===== src/rtl/maze_pkg.sv =====
// Shared maze-solver types: direction codes, FSM states, cell coordinates,
// plus the bound-check and one-step neighbour helpers used by the controller.
package maze_pkg;
   localparam int MAZE_DIM    = 16;
   localparam int COORD_W     = 4;
   localparam int STACK_DEPTH = 256;
   localparam int CNT_W       = 8;

   localparam logic WALL = 1'b1;
   localparam logic OPEN = 1'b0;

   typedef logic [1:0] dir_t;
   localparam dir_t DIR_RIGHT = 2'd0;
   localparam dir_t DIR_DOWN  = 2'd1;
   localparam dir_t DIR_LEFT  = 2'd2;
   localparam dir_t DIR_UP    = 2'd3;

   typedef logic [COORD_W-1:0] coord_t;
   typedef struct packed {
      coord_t x;
      coord_t y;
   } pos_t;

   typedef enum logic [3:0] {
      S_IDLE, S_RDSTART, S_CHKSTART, S_MARK, S_PROBE,
      S_CHECK, S_NEXT, S_BACK, S_DONE, S_FAIL
   } state_t;

   function automatic logic off_edge(pos_t p, dir_t d);
      logic r;
      case (d)
         DIR_RIGHT: r = (p.x == coord_t'(MAZE_DIM - 1));
         DIR_DOWN:  r = (p.y == coord_t'(MAZE_DIM - 1));
         DIR_LEFT:  r = (p.x == '0);
         default:   r = (p.y == '0);
      endcase
      return r;
   endfunction

   function automatic pos_t step(pos_t p, dir_t d);
      pos_t n;
      n = p;
      case (d)
         DIR_RIGHT: n.x = p.x + 4'd1;
         DIR_DOWN:  n.y = p.y + 4'd1;
         DIR_LEFT:  n.x = p.x - 4'd1;
         default:   n.y = p.y - 4'd1;
      endcase
      return n;
   endfunction

   // RIGHT<->LEFT and DOWN<->UP differ only in the upper bit.
   function automatic dir_t opposite(dir_t d);
      return d ^ 2'b10;
   endfunction
endpackage


===== src/rtl/maze_solver_ctrl_if.sv =====
// Maze memory bus: one-cycle read strobe (data next cycle), one-cycle write strobe.
interface maze_solver_ctrl_if;
   import maze_pkg::*;
   logic   mem_rd;
   logic   mem_wr;
   coord_t mem_x;
   coord_t mem_y;
   logic   mem_din;
   logic   mem_dout;

   modport master (output mem_rd, mem_wr, mem_x, mem_y, mem_din, input mem_dout);
   modport slave  (input mem_rd, mem_wr, mem_x, mem_y, mem_din, output mem_dout);
endinterface


===== src/rtl/maze_solver_ctrl_path_stack.sv =====
// 256x2 LIFO of moves; count is the occupancy. MAZE_PATH_OUT_EN adds an
// indexed read port so the finished path can be streamed bottom-to-top.
module path_stack
   import maze_pkg::*;
(
   input  logic             clk,
   input  logic             rst,
   input  logic             clr,
   input  logic             push,
   input  logic             pop,
   input  dir_t             push_dat,
   output dir_t             top,
   output logic [CNT_W-1:0] count
`ifdef MAZE_PATH_OUT_EN
   ,
   input  logic [CNT_W-1:0] rd_idx,
   output dir_t             rd_dat
`endif
);
   dir_t mem [STACK_DEPTH];

   always_ff @(posedge clk or posedge rst) begin
      if (rst)       count <= '0;
      else if (clr)  count <= '0;
      else if (push) count <= count + 8'd1;
      else if (pop)  count <= count - 8'd1;
   end

   always_ff @(posedge clk) begin
      if (push) mem[count] <= push_dat;
   end

   assign top = mem[count - 8'd1];

`ifdef MAZE_PATH_OUT_EN
   assign rd_dat = mem[rd_idx];
`endif
endmodule


===== src/rtl/maze_solver_ctrl.sv =====
// Depth-first maze solver driving the 16x16 visited/wall memory from start to target.
// MAZE_PATH_OUT_EN: after done, stream the move stack over a dir_valid/dir_ready port.
module maze_solver_ctrl
   import maze_pkg::*;
#(
   parameter logic [COORD_W-1:0] START_X  = 4'd0,
   parameter logic [COORD_W-1:0] START_Y  = 4'd0,
   parameter logic [COORD_W-1:0] TARGET_X = 4'd15,
   parameter logic [COORD_W-1:0] TARGET_Y = 4'd15
)(
   input  logic             clk,
   input  logic             rst,
   input  logic             start,
   output logic             busy,
   output logic             done,
   output logic             fail,
   output logic [CNT_W-1:0] path_len,
`ifdef MAZE_PATH_OUT_EN
   output dir_t             dir_out,
   output logic             dir_valid,
   input  logic             dir_ready,
`endif
   maze_solver_ctrl_if.master maze
);
   localparam pos_t START_POS  = {START_X, START_Y};
   localparam pos_t TARGET_POS = {TARGET_X, TARGET_Y};

   state_t           state, state_nxt;
   pos_t             pos, nbr;
   dir_t             dir, top;
   logic             nbr_off, accept, push, pop, clr, stk_empty;
   logic [CNT_W-1:0] count;

   assign nbr       = step(pos, dir);
   assign nbr_off   = off_edge(pos, dir);
   assign stk_empty = (count == '0);
   assign accept    = start && (state == S_IDLE || state == S_DONE || state == S_FAIL);
   assign path_len  = count;

`ifdef MAZE_PATH_OUT_EN
   logic [CNT_W-1:0] rd_idx;
   dir_t             rd_dat;
`endif

   path_stack u_stack (
      .clk(clk), .rst(rst), .clr(clr), .push(push), .pop(pop),
      .push_dat(dir), .top(top), .count(count)
`ifdef MAZE_PATH_OUT_EN
      , .rd_idx(rd_idx), .rd_dat(rd_dat)
`endif
   );

   always_ff @(posedge clk or posedge rst) begin
      if (rst) state <= S_IDLE;
      else     state <= state_nxt;
   end

   always_comb begin
      state_nxt = state;
      case (state)
         S_IDLE, S_DONE, S_FAIL: if (start) state_nxt = S_RDSTART;
         S_RDSTART:  state_nxt = S_CHKSTART;
         S_CHKSTART: state_nxt = (maze.mem_dout == WALL) ? S_FAIL : S_MARK;
         S_MARK:     state_nxt = (pos == TARGET_POS) ? S_DONE : S_PROBE;
         S_PROBE:    state_nxt = nbr_off ? S_NEXT : S_CHECK;
         S_CHECK:    state_nxt = (maze.mem_dout == OPEN) ? S_MARK : S_NEXT;
         S_NEXT:     state_nxt = (dir == DIR_UP) ? S_BACK : S_PROBE;
         S_BACK: begin
            if (stk_empty)          state_nxt = S_FAIL;
            else if (top != DIR_UP) state_nxt = S_PROBE;
         end
         default:    state_nxt = S_IDLE;
      endcase
   end

   always_comb begin
      maze.mem_rd = 1'b0;
      maze.mem_wr = 1'b0;
      maze.mem_x  = '0;
      maze.mem_y  = '0;
      push        = 1'b0;
      pop         = 1'b0;
      clr         = accept;
      done        = (state == S_DONE);
      fail        = (state == S_FAIL);
      busy        = !(state == S_IDLE || state == S_DONE || state == S_FAIL);
      case (state)
         S_RDSTART: begin
            maze.mem_rd = 1'b1;
            maze.mem_x  = pos.x;
            maze.mem_y  = pos.y;
         end
         S_MARK: begin
            maze.mem_wr = 1'b1;
            maze.mem_x  = pos.x;
            maze.mem_y  = pos.y;
         end
         S_PROBE: begin
            if (!nbr_off) begin
               maze.mem_rd = 1'b1;
               maze.mem_x  = nbr.x;
               maze.mem_y  = nbr.y;
            end
         end
         S_CHECK: push = (maze.mem_dout == OPEN);
         S_BACK:  pop  = !stk_empty;
         default: ;
      endcase
      maze.mem_din = maze.mem_wr;
   end

   always_ff @(posedge clk or posedge rst) begin
      if (rst) begin
         pos <= START_POS;
         dir <= DIR_RIGHT;
      end else if (accept) begin
         pos <= START_POS;
         dir <= DIR_RIGHT;
      end else begin
         case (state)
            S_CHECK: if (maze.mem_dout == OPEN) begin
               pos <= nbr;
               dir <= DIR_RIGHT;
            end
            S_NEXT: if (dir != DIR_UP) dir <= dir + 2'd1;
            // Undo the popped move; a popped UP has no directions left, so keep unwinding.
            S_BACK: if (!stk_empty) begin
               pos <= step(pos, opposite(top));
               dir <= (top == DIR_UP) ? DIR_UP : top + 2'd1;
            end
            default: ;
         endcase
      end
   end

`ifdef MAZE_PATH_OUT_EN
   always_ff @(posedge clk or posedge rst) begin
      if (rst)                         rd_idx <= '0;
      else if (accept)                 rd_idx <= '0;
      else if (dir_valid && dir_ready) rd_idx <= rd_idx + 8'd1;
   end

   assign dir_valid = (state == S_DONE) && (rd_idx < count);
   assign dir_out   = dir_valid ? rd_dat : DIR_RIGHT;
`endif
endmodule


===== src/flat_wrapper.sv =====
// flat-port wrapper written by rule: the top's interface ports become plain ports
module maze_solver_ctrl_flat import maze_pkg::*;
#(
   parameter logic [COORD_W-1:0] START_X  = 4'd0,
   parameter logic [COORD_W-1:0] START_Y  = 4'd0,
   parameter logic [COORD_W-1:0] TARGET_X = 4'd15,
   parameter logic [COORD_W-1:0] TARGET_Y = 4'd15
)
  (clk, rst, start, busy, done, fail, path_len, maze_mem_rd, maze_mem_wr, maze_mem_x, maze_mem_y, maze_mem_din, maze_mem_dout);
  maze_solver_ctrl_if maze_i ();
  input  logic clk;
  input  logic rst;
  input  logic start;
  output logic busy;
  output logic done;
  output logic fail;
  output logic [CNT_W-1:0] path_len;
  output wire logic [$bits(maze_i.mem_rd)-1:0] maze_mem_rd;
  output wire logic [$bits(maze_i.mem_wr)-1:0] maze_mem_wr;
  output wire logic [$bits(maze_i.mem_x)-1:0] maze_mem_x;
  output wire logic [$bits(maze_i.mem_y)-1:0] maze_mem_y;
  output wire logic [$bits(maze_i.mem_din)-1:0] maze_mem_din;
  input wire logic [$bits(maze_i.mem_dout)-1:0] maze_mem_dout;
  assign maze_mem_rd = maze_i.mem_rd;
  assign maze_mem_wr = maze_i.mem_wr;
  assign maze_mem_x = maze_i.mem_x;
  assign maze_mem_y = maze_i.mem_y;
  assign maze_mem_din = maze_i.mem_din;
  assign maze_i.mem_dout = maze_mem_dout;
  maze_solver_ctrl #(.START_X(START_X), .START_Y(START_Y), .TARGET_X(TARGET_X), .TARGET_Y(TARGET_Y)) u_core (.clk(clk), .rst(rst), .start(start), .busy(busy), .done(done), .fail(fail), .path_len(path_len), .maze(maze_i));
endmodule

===== config.mk =====
export PLATFORM = sky130hd
export DESIGN_NAME = maze_solver_ctrl_flat
export DESIGN_NICKNAME = d
export VERILOG_FILES = /design/src/rtl/maze_pkg.sv /design/src/rtl/maze_solver_ctrl_if.sv /design/src/rtl/maze_solver_ctrl_path_stack.sv /design/src/rtl/maze_solver_ctrl.sv /design/src/flat_wrapper.sv
export SDC_FILE = /design/constraint.sdc
export NUM_CORES = 1
export LEC_CHECK = 0
export CORE_UTILIZATION = 30
export CTS_BUF_LIST = sky130_fd_sc_hd__clkbuf_8
export DETAILED_ROUTE_END_ITERATION = 8
export HOLD_SLACK_MARGIN = 0.05
export MAX_ROUTING_LAYER = met4
export PLACE_DENSITY = 0.47
export SYNTH_ARGS = -nofsm -noshare
export SYNTH_HDL_FRONTEND = slang
export SYNTH_HIERARCHICAL = 1
export SYNTH_SLANG_ARGS = --single-unit

===== constraint.sdc =====
create_clock -name clk -period 12.72 [get_ports clk]
set_input_delay 1.272 -clock clk [delete_from_list [all_inputs] [get_ports clk]]
set_output_delay 1.272 -clock clk [all_outputs]
set_load 0.02 [all_outputs]

## After elaboration in Yosys (flattened, before gate mapping)

Memory sizes are Yosys's and may differ from the RTL's.
Index checks and enable logic that the tools add are counted.

- Register bits after elaboration: 22
- RAM bits: 512
- Bits of input ports: 4
- Output and inout bits: 22
- Word-level logic and storage cells: 103
- Memories kept: 1

Memory list:

| name | depth | width | rd ports | clocked after memory_dff | wr ports | line | text |
|---|---|---|---|---|---|---|---|
| u_core.u_stack.mem | 256 | 2 | 1 | 0 | 1 | maze_solver_ctrl_path_stack.sv:20 | `dir_t mem [STACK_DEPTH];` |

- $add $sub $neg: 8
- Eq/ne operators: 27
- Mux-type cells: 38
- Bitwise gates (word level): 2
- Reductions and logical operators: 22

Operators with widths:

| cell | number |
|---|---|
| $mux 8 | 6 |
| $pmux 4 s2 | 6 |
| $pmux 4 s8 | 1 |
| $mux 4 | 7 |
| $eq 4x3->1 const B | 4 |
| $eq 4x4->1 const B | 4 |
| $pmux 8 s2 | 1 |
| $mux 2 | 7 |
| $logic_not 4->1 | 3 |
| $reduce_and 4->1 | 3 |
| $ne 3x2->1 const B | 3 |
| $add 4x1->4 const B | 2 |
| $add 8x1->8 const B | 1 |
| $eq 2x2->1 const B | 4 |
| $eq 4x2->1 const B | 2 |
| $eq 8x8->1 const B | 1 |
| $logic_not 8->1 | 1 |
| $sub 4x1->4 const B | 2 |
| $sub 8x1->8 const B | 1 |
| $mux 1 | 6 |
| $ne 2x2->1 const B | 3 |
| $ne 3x1->1 const B | 2 |
| $pmux 2 s3 | 1 |
| $reduce_bool 3->1 | 2 |
| other kinds (16) | 24 |

## Depth between registers and ports, before layout

An unclocked memory read counts as a cell.

- Depth after elaboration: 9
- Depth in mapped cells: 19
- Mapped depth without buffers: 15

## Cells and area by module

Netlist, hierarchy kept.

Modules (own cells, without submodules):

| module | times used | cells an instance | area each (sq um) | seq. area each (sq um) |
|---|---|---|---|---|
| path_stack | 1 | 1487 | 21959.8 | 15574.9 |
| maze_solver_ctrl | 1 | 224 | 1690.4 | 350.3 |

## Least setup slack after synthesis

Ideal clock, no wire load.

- Path type: register -> output
- Start: register u_core.dir[0]
- End: output maze_mem_y[1]
- Arrival: 5683 ps
- Required time: 11448 ps
- Setup slack: 5765 ps
- Stages on the path, launching flop included: 8
- Buffers on the path: 1
- Path through: dfrtp_1 > inv_1 > ha_1 > clkbuf_1 > nor4bb_1 > o31a_1 > nand2b_1 > o21ai_0

- Cells in the longest elaborated chain, start to end: 5
- Elaborated cells between the ends (all ways): 8
- Classes of those cells: 2 x eq/ne; 4 x mux; 2 x reduce/logical

Ends and longest elaborated chain:

| element | line | text |
|---|---|---|
| start, declared | maze_solver_ctrl.sv:30 | `dir_t dir, top;` |
| start signal, assigned | maze_solver_ctrl.sv:125 | `S_NEXT: if (dir != DIR_UP) dir <= dir + 2'd1;` |
| start signal, assigned | maze_solver_ctrl.sv:129 | `dir <= (top == DIR_UP) ? DIR_UP : top + 2'd1;` |
| $eq 2x2->1 / $logic_not 2->1 (equally long branches) | maze_pkg.sv:31, maze_pkg.sv:43 |  |
| $reduce_or 2->1 (no line) | -- |  |
| $pmux 4 s2 | maze_pkg.sv:43 | `case (d)` |
| $mux 4 (*) | maze_solver_ctrl.sv:99 | `if (!nbr_off) begin` |
| $pmux 4 s2 (*) | maze_solver_ctrl.sv:87 | `case (state)` |
| end, declared | flat_wrapper.sv:21 | `output wire logic [$bits(maze_i.mem_y)-1:0] maze_mem_y;` |

Mark *: on every way between the ends. The rest lies on a longest branch, timed or not.

## Worst setup path in the final report

- Start: register u_core.u_stack.count[0]
- End: register u_core.state[0]

- Cells in the longest elaborated chain, start to end: 5
- Elaborated cells between the ends (all ways): 8
- Classes of those cells: 1 x add/sub; 2 x eq/ne; 2 x mux; 2 x reduce/logical; 1 x memory

Ends and longest elaborated chain:

| element | line | text |
|---|---|---|
| start, declared | maze_solver_ctrl_path_stack.sv:13 | `output logic [CNT_W-1:0] count` |
| start signal, assigned | maze_solver_ctrl_path_stack.sv:25 | `else if (push) count <= count + 8'd1;` |
| start signal, assigned | maze_solver_ctrl_path_stack.sv:26 | `else if (pop) count <= count - 8'd1;` |
| $sub 8x1->8 | maze_solver_ctrl_path_stack.sv:33 | `assign top = mem[count - 8'd1];` |
| $mem_v2 256x2 | -- |  |
| net u_core.top[1] | maze_solver_ctrl.sv:30 |  |
| $ne 2x2->1 | maze_solver_ctrl.sv:70 | `else if (top != DIR_UP) state_nxt = S_PROBE;` |
| $ne 3x1->1 (no line) | -- |  |
| $reduce_and 2->1 (no line) | -- |  |
| end signal, assigned | maze_solver_ctrl.sv:55 | `else state <= state_nxt;` |
| end, declared | maze_solver_ctrl.sv:28 | `state_t state, state_nxt;` |

The timed path passes the listed nets, and every way through them passes these cells.
A chain may end at the register's enable or synchronous reset.

==> impl_summary.md <==
Floorplanning
Pin placement for this block handled 26 I/O pins. The initialized floorplan defines 102 standard-cell rows. The area of the die is 80000 um^2.

The die height is about 280 um. The die outline width is 283 um. The placeable core region is 77700 um^2.

The initial utilization of the core area, before any placement, comes to 30.4%.

Yosys
Counting instances in the post-synthesis netlist gives the leading cell types as edfxtp_1 (512), nor2_1 (274), mux2i_1 (264), a22oi_1 (100), nand2_1 (72). Yosys instantiated no cell more often than edfxtp_1. By area the synthesized netlist is led by edfxtp_1 (65%), mux2i_1 (11%), nor2_1 (4.3%). The total of warnings raised by yosys is 6. The cell taking the most area after synthesis is edfxtp_1. Yosys mapped a number of flops with a built-in enable equal to 512. In the synthesized netlist the async set-or-reset flop fraction comes to 4.12%. The share of the yosys chip area belonging to registers is 67.3%. The prevailing post-synth register cell is edfxtp_1. After synthesis, the netlist uses 70 different library cells.

The flip-flop and latch count after synthesis is roughly 530. Summing every instance area after synthesis gives 23700 um^2. Synthesis produced a netlist whose cell count is 1711. The net count of the mapped netlist is 1730. The post-synthesis average cell area is 13.8 um^2. The top cell type by area accounts for 65.0% of the synthesized area.

Power
The clock share of power is 19.5%. The internal power of the cells totals 0.00406 W. The worst ir drop on vdd is 221 uV. The switching part of the total is 43.1%. The net switching power is approximately 0.0031 W. For this design the ratio of total power to cell area is approximately 270 nW/um^2. The leakage power is ~8.7 nW. The share of total power dissipated in combinational logic is 47.0%. The sequential share of power is 33.5%.

Clocking
The latest clock arrival within the worst-skew pair is 0.70 ns. TritonCTS built the clock tree. The number of gates given a new drive strength after cts is 0. The number of setup buffers added after CTS is 0. The maximum level of the CTS H-tree is 3.

The clock transition at the registers of the reported paths is ~0.060 ns. The CTS buffer count is 91. Counting every sink on the clock net gives 534.

In this run the deepest clock path goes through 3 buffers. For this design, the CTS-stage hold fixing added 0 buffers. The master cell of the clock root buffer is clkbuf_8.

GRT
Global routing consumed, over all layers together, 16.8% of the routing resources. The number of antenna violations at the first check in global routing was 1. The global-route track usage on met3 is 3.42%. The routing usage on met2 is 26.6%. The overflow left after global routing is 0. The layer with the highest usage after global routing is met2. The global-route wire length before repair is about 95000 um. The routing usage on met1 is a little over a fifth. The via count of the first global-routing pass is 14.8k. Entering global routing, the biggest net connects ~210 pins.

Detailed routing
The total vias in the final route is ~14k. The detail route stage leaves a number of antenna-violating nets equal to 0. The wire length after detailed routing is 64600 um.

The DRC violation count after routing is 0. Dividing the detail-routed via count by the number of cells gives just over 5. The DRC violation total after the first TritonRoute iteration is 967. The first-pass iteration count of the detailed router is 5. Dividing the detail-routed wire length by the instance count gives 22.7 um.

Job
The reported max-cap violation count is 0.

Timing
Derived from the worst setup path, the maximum achievable clock frequency is 162 MHz. The final count of pins violating max slew is 0. The post-layout minimum cycle time is 6.19 ns. The final worst-path cycle share is 48.6%. Clock skew on the completed layout was measured at 0.0452 ns. Setup repair after global routing left no endpoint under its margin. Setup slack on the critical path of the routed design comes to 6.53 ns.

The final count of negative-setup-slack endpoints is 0. The total count of hold-check failures in the final report came to 0. In this run the tightest slew margin relative to its limit is between 20% and 30%. Adding up every negative setup slack in the final design gives 0 ns. For the pin with the worst max-slew slack, the measured transition is 1.12 ns.

Place
The setup slack after placement is 6.56 ns. Detailed placement ended at an HPWL of roughly 36000 um. The placer's final routability congestion estimate is 0.794. The number of buffer cells added on primary ports is 25.

Layout
In the final layout, the share of cells above drive strength 1 is 9.23%. The core occupancy in the finished layout is 34.0%. Compared with the post-synthesis result, the final layout area differs by 11.9%. In the final design database the tool counted 1743 nets.

Setup path
STA classifies the critical path endpoint as a flip-flop. The peak fanout along the critical path is roughly 110. For the worst setup path, the data required time is 13.26 ns. The worst setup path is of the reg -> reg kind. The critical path data arrival time is between 6 and 7 ns. The setup slack of the most critical reg-to-reg path is 6.53 ns.

The startpoint type of the worst setup path is a flip-flop.

Worst hold path
The min-delay analysis places its worst path in the category reg -> reg.

Run status
The flow ran to the end, and the final reports show no timing, DRC or antenna violations.
[critical path: stages (launching register included)]
cell and delay, ns:
dfrtp_1 0.61, inv_2 0.18, ha_4 0.76, buf_4 0.86, buf_12 0.67, mux2i_1 0.17
a22oi_1 0.22, nand2_1 0.09, o22ai_1 0.19, o21ai_0 0.23, and3b_1 0.31, mux2i_1 0.50
nand2_1 0.33, a211o_1 0.37, o21a_1 0.14, o21ai_0 0.16, a31oi_1 0.06
[metal layers]
| metal | wire (um) | up-vias |
|---|---|---|
| met5 | 0 | - |
| li1 | - | 6528 |
| met4 | 1650 | 0 |
| met2 | 31000 | 353 |
| met3 | 3320 | 114 |
| met1 | 28700 | 7353 |
[path summary, 6_finish.rpt]
check	start	endpoint	cells after the start
setup reg to reg	u_core/u_stack/count[0]$_DFFE_PP0P_	u_core/state[0]$_DFFE_PP0P_	16
max in group asynchronous	rst	u_core/dir[1]$_DFFE_PP0P_	2
hold reg to reg	u_core/pos[0]$_DFFE_PP0P_	u_core/pos[0]$_DFFE_PP0P_	2
hold / removal	u_core/pos[0]$_DFFE_PP0P_	u_core/pos[0]$_DFFE_PP0P_	2
setup / recovery	u_core/u_stack/count[0]$_DFFE_PP0P_	u_core/state[0]$_DFFE_PP0P_	16
min in group asynchronous	rst	u_core/u_stack/count[6]$_DFFE_PP0P_	2
[cells by family (layout without fill, tap and decap cells)]
| kind of cell | Yosys count | in the layout | synth area share (%) |
|---|---|---|---|
| flops | 534 | 534 | 67.3 |
| simple gates | 507 | 507 | 9.73 |
| mux | 265 | 265 | 11.2 |
| compound gates | 238 | 238 | 7.33 |
| buf+inv | 136 | 223 | 2.82 |
| xor+xnor | 16 | 16 | 0.767 |
| fa+ha+maj | 15 | 15 | 0.794 |
| other cells | 0 | 2 | 0 |
[power groups by stage]
stage | registers, W | logic (W) | clock network (W)
floorplan | 0.00248 | 0.00226 | 0
global placement | 0.00242 | 0.00336 | 0
detailed placement | 0.00243 | 0.00337 | 0
CTS | 0.00239 | 0.00338 | 0.00144
global route | 0.00240 | 0.00360 | 0.00151
finish | 0.00239 | 0.00335 | 0.00139
[state kept, by name (all words and copies together), names as in the netlist]
signal,cells
u_core/u_stack/count,8
u_core/pos,8
u_core/state,4
u_core/dir,2
u_core/u_stack/mem,512
[layout by cell type (no fill, tap or decap), types with 15 or more instances in the layout]
cell             instances
a21oi_1                 15
a22o_1                  39
a22oi_1                100
and3_1                  19
clkbuf_8                95
clkdlybuf4s50_1         25
clkinv_1                23
dfrtp_1                 20
edfxtp_1               512
inv_1                   46
mux2i_1                264
nand2_1                 72
nand3_1                 36
nor2_1                 274
nor2b_1                 16
nor3_1                  22
o21ai_0                 22
o22ai_1                 21
[metrics by stage]
step                      instances  total power (W)  cell area (um^2)  hold slack [ns]
after detailed placement       2671          0.00579             24800            0.666
after floorplan                1711          0.00474             23700            0.568
final                          2840          0.00713             26500            0.677
after global routing           2839          0.00751             26500            0.722
after global placement         2671          0.00578             24800            0.659
after CTS                      2838          0.00720             26500            0.673
[cell type report]
class / instances / area, um^2
Inverter: 16 / 60.1
Sequential cell: 534 / 15900
Clock inverter: 72 / 312
Fill cell: 7630 / 51300
Antenna cell: 2 / 5.00
Timing Repair Buffer: 40 / 400
Tap cell: 1040 / 1300
Multi-Input combinational cell: 1041 / 7140
Clock buffer: 95 / 1310
No activity file was read; power rests on OpenSTA's default activity.
